### src/rtl/mx_pkg.sv
// Shared constants, width helper and FSM state type for the MX FP8 block encoder.
package mx_pkg;

    localparam int          E4M3_BIAS     = 7;
    localparam int          E4M3_EMAX     = 8;
    localparam logic [7:0]  E4M3_MAX_CODE = 8'h7E;
    localparam logic [7:0]  E4M3_NAN_CODE = 8'h7F;
    localparam int          E8M0_BIAS     = 127;
    localparam int          E8M0_NAN      = 255;

    // Input width wide enough to hold a full-range k-term E4M3 dot product.
    function automatic int mx_in_width(input int exp_w, input int man_w, input int blk_k);
        return 2 * ((1 << exp_w) + man_w) + $clog2(blk_k);
    endfunction

    typedef enum logic [1:0] {
        FILL  = 2'd0,
        SCALE = 2'd1,
        DRAIN = 2'd2
    } mx_enc_state_t;

endpackage

### src/rtl/mx_fp8_encoder_if.sv
// Handshake bundle of the MX encoder: fixed-point input stream and E4M3/E8M0 output stream.
interface mx_fp8_encoder_if #(
    parameter int in_width   = 43,
    parameter int elem_width = 8
);
    logic                       i_valid;
    logic                       o_ready;
    logic signed [in_width-1:0] i_data;
    logic                       o_valid;
    logic                       i_ready;
    logic [elem_width-1:0]      o_elem;
    logic [7:0]                 o_scale;
    logic                       o_last;

    modport slave (
        input  i_valid, i_data, i_ready,
        output o_ready, o_valid, o_elem, o_scale, o_last
    );

    modport master (
        output i_valid, i_data, i_ready,
        input  o_ready, o_valid, o_elem, o_scale, o_last
    );
endinterface

### src/rtl/mx_fp8_round.sv
// Converts one buffered fixed-point value, divided by 2^s, into an E4M3 code.
// Rounding: MX_ENC_RNE_EN defined -> round-to-nearest-even, otherwise truncation.
module mx_fp8_round
    import mx_pkg::*;
#(
    parameter int in_width = 43
) (
    input  logic signed [in_width-1:0] value,
    input  logic signed [7:0]          s,
    output logic        [7:0]          code
);

    localparam int            mw  = in_width + 1;
    localparam logic [mw-1:0] one = mw'(1);

    logic [mw-1:0]     sext;
    logic [mw-1:0]     mag;
    logic              neg;
    logic              is_zero;
    logic [7:0]        p;
    logic signed [8:0] s_ext;
    logic signed [8:0] e_unb;
    logic signed [8:0] e_m3;
    logic signed [8:0] q;
    logic signed [8:0] t;
    logic [6:0]        sh;
    logic              normal;
    logic              round_up;
    logic [4:0]        mant;
    logic [4:0]        mant_r;
    logic [4:0]        eb5;
    logic [7:0]        code_w;
`ifdef MX_ENC_RNE_EN
    logic [mw-1:0]     rem;
    logic [mw-1:0]     half;
`endif

    always_comb begin
        neg     = value[in_width-1];
        sext    = {value[in_width-1], value};
        mag     = neg ? (~sext + one) : sext;
        is_zero = (mag == '0);

        p = '0;
        for (int i = 0; i < mw; i++) begin
            if (mag[i]) p = 8'(i);
        end

        // Quantum of the target code is 2^(E-3) for normals, 2^-9 for subnormals;
        // t is that quantum expressed as a bit position of the raw magnitude.
        s_ext  = {s[7], s};
        e_unb  = $signed({1'b0, p}) - s_ext;
        e_m3   = e_unb - 9'sd3;
        q      = (e_m3 < -9'sd9) ? -9'sd9 : e_m3;
        t      = q + s_ext;
        normal = (e_unb >= -9'sd6);

        if (t > 9'sd0) begin
            sh   = 7'(t);
            mant = 5'(mag >> sh);
        end else begin
            sh   = 7'(-t);
            mant = 5'(mag << sh);
        end

`ifdef MX_ENC_RNE_EN
        rem  = '0;
        half = one;
        if (t > 9'sd0) begin
            rem  = mag & ~({mw{1'b1}} << sh);
            half = one << (sh - 7'd1);
        end
        round_up = (rem > half) || ((rem == half) && mant[0]);
`else
        round_up = 1'b0;
`endif

        // Adding the implicit-bit mantissa onto (biased_exp-1)<<3 lets a rounding
        // carry roll naturally into the exponent field.
        mant_r = mant + 5'(round_up);
        eb5    = normal ? 5'(e_unb + 9'(E4M3_BIAS - 1)) : 5'd0;
        code_w = {eb5, 3'b000} + {3'b000, mant_r};
        if (code_w >= E4M3_NAN_CODE) code_w = E4M3_MAX_CODE;

        if (is_zero || (code_w == 8'h00)) code = 8'h00;
        else                              code = {neg, code_w[6:0]};
    end

endmodule

### src/rtl/mx_fp8_encoder.sv
// Streaming MX block encoder: buffers k fixed-point values, derives a shared E8M0 scale,
// then emits k E4M3 elements. Rounding mode selected by MX_ENC_RNE_EN (see mx_fp8_round).
//
// state | meaning
// FILL  | accept inputs into buffer, track max magnitude
// SCALE | one cycle: shared exponent from max magnitude
// DRAIN | emit buffered elements as E4M3 with shared scale
module mx_fp8_encoder
    import mx_pkg::*;
#(
    parameter int exp_width = 4,
    parameter int man_width = 3,
    parameter int k         = 32,
    parameter int in_width  = mx_in_width(exp_width, man_width, k)
) (
    input  logic          clk,
    input  logic          rst,
    mx_fp8_encoder_if.slave bus
);

    localparam int            cw       = (k > 1) ? $clog2(k) : 1;
    localparam int            mw       = in_width + 1;
    localparam int            elem_w   = 1 + exp_width + man_width;
    localparam logic [cw-1:0] last_pos = cw'(k - 1);
    localparam logic [mw-1:0] one      = mw'(1);

    mx_enc_state_t              state, state_nxt;
    logic [cw-1:0]              cnt;
    logic [cw-1:0]              idx;
    logic [mw-1:0]              max_mag;
    logic [mw-1:0]              in_sext;
    logic [mw-1:0]              in_mag;
    logic signed [in_width-1:0] data_buf [k];
    logic signed [7:0]          s_reg;
    logic [7:0]                 scale_reg;
    logic signed [7:0]          s_nxt;
    logic signed [8:0]          s_ext9;
    logic signed [8:0]          scale_sum;
    logic [7:0]                 scale_nxt;
    logic [7:0]                 lead;
    logic [7:0]                 elem_code;
    logic                       accept;
    logic                       take;

    always_comb begin
        in_sext = {bus.i_data[in_width-1], bus.i_data};
        in_mag  = in_sext[mw-1] ? (~in_sext + one) : in_sext;
        accept  = bus.i_valid && (state == FILL) && !rst;
        take    = bus.i_ready && (state == DRAIN);
    end

    always_comb begin
        lead = '0;
        for (int i = 0; i < mw; i++) begin
            if (max_mag[i]) lead = 8'(i);
        end
        s_nxt     = (max_mag == '0) ? 8'sd0 : ($signed(lead) - 8'(E4M3_EMAX));
        s_ext9    = {s_nxt[7], s_nxt};
        scale_sum = s_ext9 + 9'(E8M0_BIAS);
        if (scale_sum < 9'sd0)                     scale_nxt = 8'd0;
        else if (scale_sum > 9'(E8M0_NAN - 1))     scale_nxt = 8'(E8M0_NAN - 1);
        else                                       scale_nxt = 8'(scale_sum);
    end

    always_ff @(posedge clk) begin
        if (rst) state <= FILL;
        else     state <= state_nxt;
    end

    always_comb begin
        state_nxt = state;
        case (state)
            FILL:    if (accept && (cnt == last_pos)) state_nxt = SCALE;
            SCALE:   state_nxt = DRAIN;
            DRAIN:   if (take && (idx == last_pos))   state_nxt = FILL;
            default: state_nxt = FILL;
        endcase
    end

    always_comb begin
        bus.o_ready = (state == FILL) && !rst;
        bus.o_valid = (state == DRAIN);
        bus.o_last  = (state == DRAIN) && (idx == last_pos);
        bus.o_elem  = (state == DRAIN) ? elem_w'(elem_code) : '0;
        bus.o_scale = scale_reg;
    end

    always_ff @(posedge clk) begin
        if (rst) begin
            cnt       <= '0;
            idx       <= '0;
            max_mag   <= '0;
            s_reg     <= '0;
            scale_reg <= 8'(E8M0_BIAS);
        end else begin
            case (state)
                FILL: begin
                    if (accept) begin
                        cnt <= (cnt == last_pos) ? '0 : cnt + 1'b1;
                        if (in_mag > max_mag) max_mag <= in_mag;
                    end
                end
                SCALE: begin
                    s_reg     <= s_nxt;
                    scale_reg <= scale_nxt;
                    max_mag   <= '0;
                end
                DRAIN: begin
                    if (take) idx <= (idx == last_pos) ? '0 : idx + 1'b1;
                end
                default: ;
            endcase
        end
    end

    // Single buffer, no reset needed: every slot is rewritten before it is drained.
    always_ff @(posedge clk) begin
        if (accept) data_buf[cnt] <= bus.i_data;
    end

    mx_fp8_round #(
        .in_width (in_width)
    ) u_round (
        .value (data_buf[idx]),
        .s     (s_reg),
        .code  (elem_code)
    );

endmodule
### src/flat_wrapper.sv
// flat-port wrapper written by rule: the top's interface ports become plain ports
module mx_fp8_encoder_flat import mx_pkg::*;
#(
    parameter int exp_width = 4,
    parameter int man_width = 3,
    parameter int k         = 32,
    parameter int in_width  = mx_in_width(exp_width, man_width, k)
)
  (clk, rst, bus_i_valid, bus_i_data, bus_i_ready, bus_o_ready, bus_o_valid, bus_o_elem, bus_o_scale, bus_o_last);
  mx_fp8_encoder_if #(.in_width(in_width)) bus_i ();
  input  logic clk;
  input  logic rst;
  input wire logic [$bits(bus_i.i_valid)-1:0] bus_i_valid;
  input wire logic [$bits(bus_i.i_data)-1:0] bus_i_data;
  input wire logic [$bits(bus_i.i_ready)-1:0] bus_i_ready;
  output wire logic [$bits(bus_i.o_ready)-1:0] bus_o_ready;
  output wire logic [$bits(bus_i.o_valid)-1:0] bus_o_valid;
  output wire logic [$bits(bus_i.o_elem)-1:0] bus_o_elem;
  output wire logic [$bits(bus_i.o_scale)-1:0] bus_o_scale;
  output wire logic [$bits(bus_i.o_last)-1:0] bus_o_last;
  assign bus_i.i_valid = bus_i_valid;
  assign bus_i.i_data = bus_i_data;
  assign bus_i.i_ready = bus_i_ready;
  assign bus_o_ready = bus_i.o_ready;
  assign bus_o_valid = bus_i.o_valid;
  assign bus_o_elem = bus_i.o_elem;
  assign bus_o_scale = bus_i.o_scale;
  assign bus_o_last = bus_i.o_last;
  mx_fp8_encoder #(.exp_width(exp_width), .man_width(man_width), .k(k), .in_width(in_width)) u_core (.clk(clk), .rst(rst), .bus(bus_i));
endmodule
### config.mk
export PLATFORM = sky130hd
export DESIGN_NAME = mx_fp8_encoder_flat
export DESIGN_NICKNAME = d
export VERILOG_FILES = /design/src/rtl/mx_pkg.sv /design/src/rtl/mx_fp8_encoder_if.sv /design/src/rtl/mx_fp8_round.sv /design/src/rtl/mx_fp8_encoder.sv /design/src/flat_wrapper.sv
export SDC_FILE = /design/constraint.sdc
export NUM_CORES = 2
export LEC_CHECK = 0
export BUFFER_PORTS_ARGS = -buffer_cell sky130_fd_sc_hd__buf_2
export CAP_MARGIN = 30
export CORE_MARGIN = 4
export CORE_UTILIZATION = 36
export CTS_CLUSTER_DIAMETER = 30
export CTS_CLUSTER_SIZE = 10
export DETAILED_ROUTE_END_ITERATION = 6
export GPL_TIMING_DRIVEN = 0
export PLACE_DENSITY = 0.53
export RECOVER_POWER = 100
export SLEW_MARGIN = 20
export SYNTH_ARGS = -nofsm -noshare
export SYNTH_HDL_FRONTEND = slang
export SYNTH_SLANG_ARGS = --single-unit
### constraint.sdc
create_clock -name clk -period 28.9 [get_ports clk]
set_clock_uncertainty 0.1 [all_clocks]
set_input_delay 0 -clock clk [delete_from_list [all_inputs] [get_ports clk]]
set_output_delay 0 -clock clk [all_outputs]
set_load 0.05 [all_outputs]
==> results.yml <==
hold_path:
  hold_path_startpoint: "bus_i_ready"
  min_to: "u_core.state[1]"
  min_path_cells: 5
  hold_class: "in -> reg"
worst_setup_path:
  worst_ep_required_time_ns: 28.80
  r2r_end: "u_core.data_buf[16][38]"
  critPathArrivalTime_ns: 19.25
  crit_path_frequent_cell: "clkbuf_1"
  timing.rr.start: "u_core.state[0]"
  ff2ff_setup_slack_ns: 23.01
  cp-end-kind: "output port"
  cpMaxStageDelayCell: "clkbuf_1"
  path_max_fanout: 10
  worstSetupPathType: "reg -> out"
  crit_path_max_incr_delay_ns: 0.96
  worstRegToRegCells: 7
  startpoint_type: "flip-flop"
route:
  finalWirelength_um: 212000
  drt-vias-per-instance: 5.66
  ant_nets: 0
  firstDrtPassIters: 7
  drc: 6
  vias: 39600
  wl_per_cell_um: 30.3
  drt_iter0_markers: 4551
cells_and_area:
  largest_reg_flops: 1376
  layout.nets: 4550
  final_cell_mix: "edfxtp_1 (1376), clkbuf_16 (333), mux2i_1 (328), clkbuf_1 (288), mux4_2 (238)"
  drive_above_1_share_pct: 19.6
  area.growth.synth_to_final_pct: 24.1
  post-route-util_pct: 45.0
  final_common_cell: "edfxtp_1"
  nFillCells: 15400
  instances_no_fill: 6997
  top_register: "u_core.data_buf"
synthesis:
  ys_types: 99
  ys_seq_elements: 1452
  synth.avg_cell_area_um2: 16.4
  yosysSeqAreaShare_pct: 67.8
  synth-edff-count: 1376
  syn_area_um2: 63200
  synth_nets: 3980
  synth-warning-count: 0
  ys_async_sr_fraction_pct: 0
  ys.flop_type: "edfxtp_1"
  syn_inst: 3854
sta:
  finalSetupTns_ns: 0
  setup_viol: 0
  clock.fmax_mhz: 51.7
  final_max_slew_viol_count: 1849
  finalHoldViolCount: 0
  slew-limit-headroom_pct: -34.9
  rsz0062_at_grt: "no"
  min_period_ns: 19.35
  tightest_slew_ns: 2.02
  period_share_pct: 67.0
floorplan:
  core_um2: 174000
  fp-row-count: 153
  die_w_um: 427
  die_h_um: 427
  io_pins: 66
  die_area_um2: 182000
  start_util_pct: 36.3
global_route:
  track_usage_pct: 22.9
  grt_max_degree: 39
  grt_pass1_wl_um: 296000
  grt_pass1_vias: 39300
  antenna_found_initial: 18
  gr-total-overflow: 0
placed_design:
  gp_congestion: 0.894
  dpl.cell_count: 6365
  port_buffers: 65
  dp_hpwl_um: 146000
power_and_ir_drop:
  pwr_density_cell_nw_per_um2: 81.1
  p_leak_nw: 25.1
  finalPower_mw: 6.36
  ir_drop_mv: 0.0579
clock_tree:
  clk_pin_slew_ns: 0.04
  htree_num_levels: 5
  cts_made_buffers: 328
  cts_buffer_depth: 4
  cts_tree: "built"
  insertion_delay_ns: 0.91
  clock-sinks: 1452
  cts_resized: 0
  cts_root_buffer: "clkbuf_16"
run:
  cap_violations: 85
run_status:
  violations: "DRC, capacitance limit, slew limit"
  outcome: "complete, but fails checks"
area by class of cell:
type / instances / area, µm² / area share, %
Inverter: 86 / 325 / 0.415
Antenna cell: 2 / 5.00 / 0.00638
Clock inverter: 205 / 2470 / 3.15
Multi-Input combinational cell: 2112 / 18900 / 24.1
Clock buffer: 371 / 8500 / 10.8
Buffer: 204 / 1130 / 1.44
Tap cell: 2325 / 2910 / 3.71
Sequential cell: 1452 / 42800 / 54.6
Timing Repair Buffer: 240 / 1330 / 1.70
worst max path at each step:
stage | startpoint | to | slack [ns] | cells after the start
finish | flip-flop | bus_o_elem[7] | 9.55 | 56
global route | flip-flop | bus_o_elem[7] | 8.44 | 55
CTS | flip-flop | bus_o_elem[7] | 10.87 | 56
detailed placement | flip-flop | bus_o_elem[7] | 11.88 | 56
global placement | flip-flop | bus_o_elem[7] | 11.36 | 56
floorplan | flip-flop | bus_o_elem[5] | 16.48 | 54
critical path, delay by kind of cell, from the launching register on:
| kind | cells | cell delay, ns |
|---|---|---|
| adder cells (fa/ha/maj) | 5 | 1.90 |
| multiplexers | 2 | 0.92 |
| flip-flops | 1 | 0.37 |
| XOR/XNOR | 5 | 1.44 |
| AND/OR/NAND/NOR | 18 | 5.11 |
| AO/OA/AOI/OAI | 15 | 3.10 |
| buffers and inverters | 11 | 5.47 |
cells by family after synthesis:
kind of cell	Yosys count	synth area share, %
AOI/OAI and AO/OA	553	6.05
buffers and inverters	290	2.30
DFF	1452	67.8
adders and majority gates	80	1.61
muxes	593	14.4
and+or+nand+nor	768	6.19
other	1	0.00593
xor gates and xnor gates	117	1.63
metal layers:
layer  routed length, µm  global-route usage (%)  up-vias
met5                  27                       0        -
li1                    -                       -    16800
met3               15800                    4.05      377
met2               99500                    37.2     1791
met1               90500                    31.7    20700
met4                6180                    6.60        4
stage by stage:
stage,instance area [µm²],worst slack (ns),hold slack (ns)
floorplan,63200,16.48,-0.00113
finish,78500,9.55,0.0514
CTS,80800,10.87,0.00493
global route,78400,8.44,0.0541
detailed placement,69300,11.88,0.200
global placement,66500,11.36,0.191
synth_stat cells, drive strengths merged (6+ instances only):
cell	number	area share, %
and3	24	0.24
buf	120	1.3
mux2i	329	5.2
a41oi	8	0.11
clkbuf	84	0.50
edfxtp	1376	65
nand4	38	0.39
nor4	30	0.36
a221oi	12	0.17
a31oi	37	0.37
o21a	8	0.095
o21ai	79	0.65
nor2b	30	0.30
and2	16	0.16
xor2	33	0.46
or3	16	0.16
a22o	6	0.083
nor2	216	1.3
nor3b	12	0.14
o311ai	9	0.12
dfxtp	76	2.4
a21oi	98	0.78
and4	11	0.15
nand3	100	0.81
xnor2	84	1.2
nand3b	10	0.12
a211o	6	0.083
a22oi	146	1.7
a211oi	18	0.23
inv	85	0.51
or2	7	0.069
o22ai	18	0.18
a21o	22	0.26
nand2	139	0.83
or4	15	0.18
mux2	14	0.26
mux4	250	9.0
nor3	55	0.45
o41ai	11	0.16
o31ai	16	0.19
o2111ai	6	0.083
o211ai	10	0.12
nand2b	34	0.34
ha	76	1.5
where the power goes:
group	switching [mW]	total (mW)	internal, mW
Sequential	0.00462	2.32	2.32
Combinational	0.230	0.346	0.116
Clock	1.15	3.69	2.55
timing repair:
item | in CTS | in global routing
endpoints found under the hold margin | 1446 | 0
hold buffers | 51 | 0
buffers inserted | 0 | 0
(Power assumes the default switching activity.)
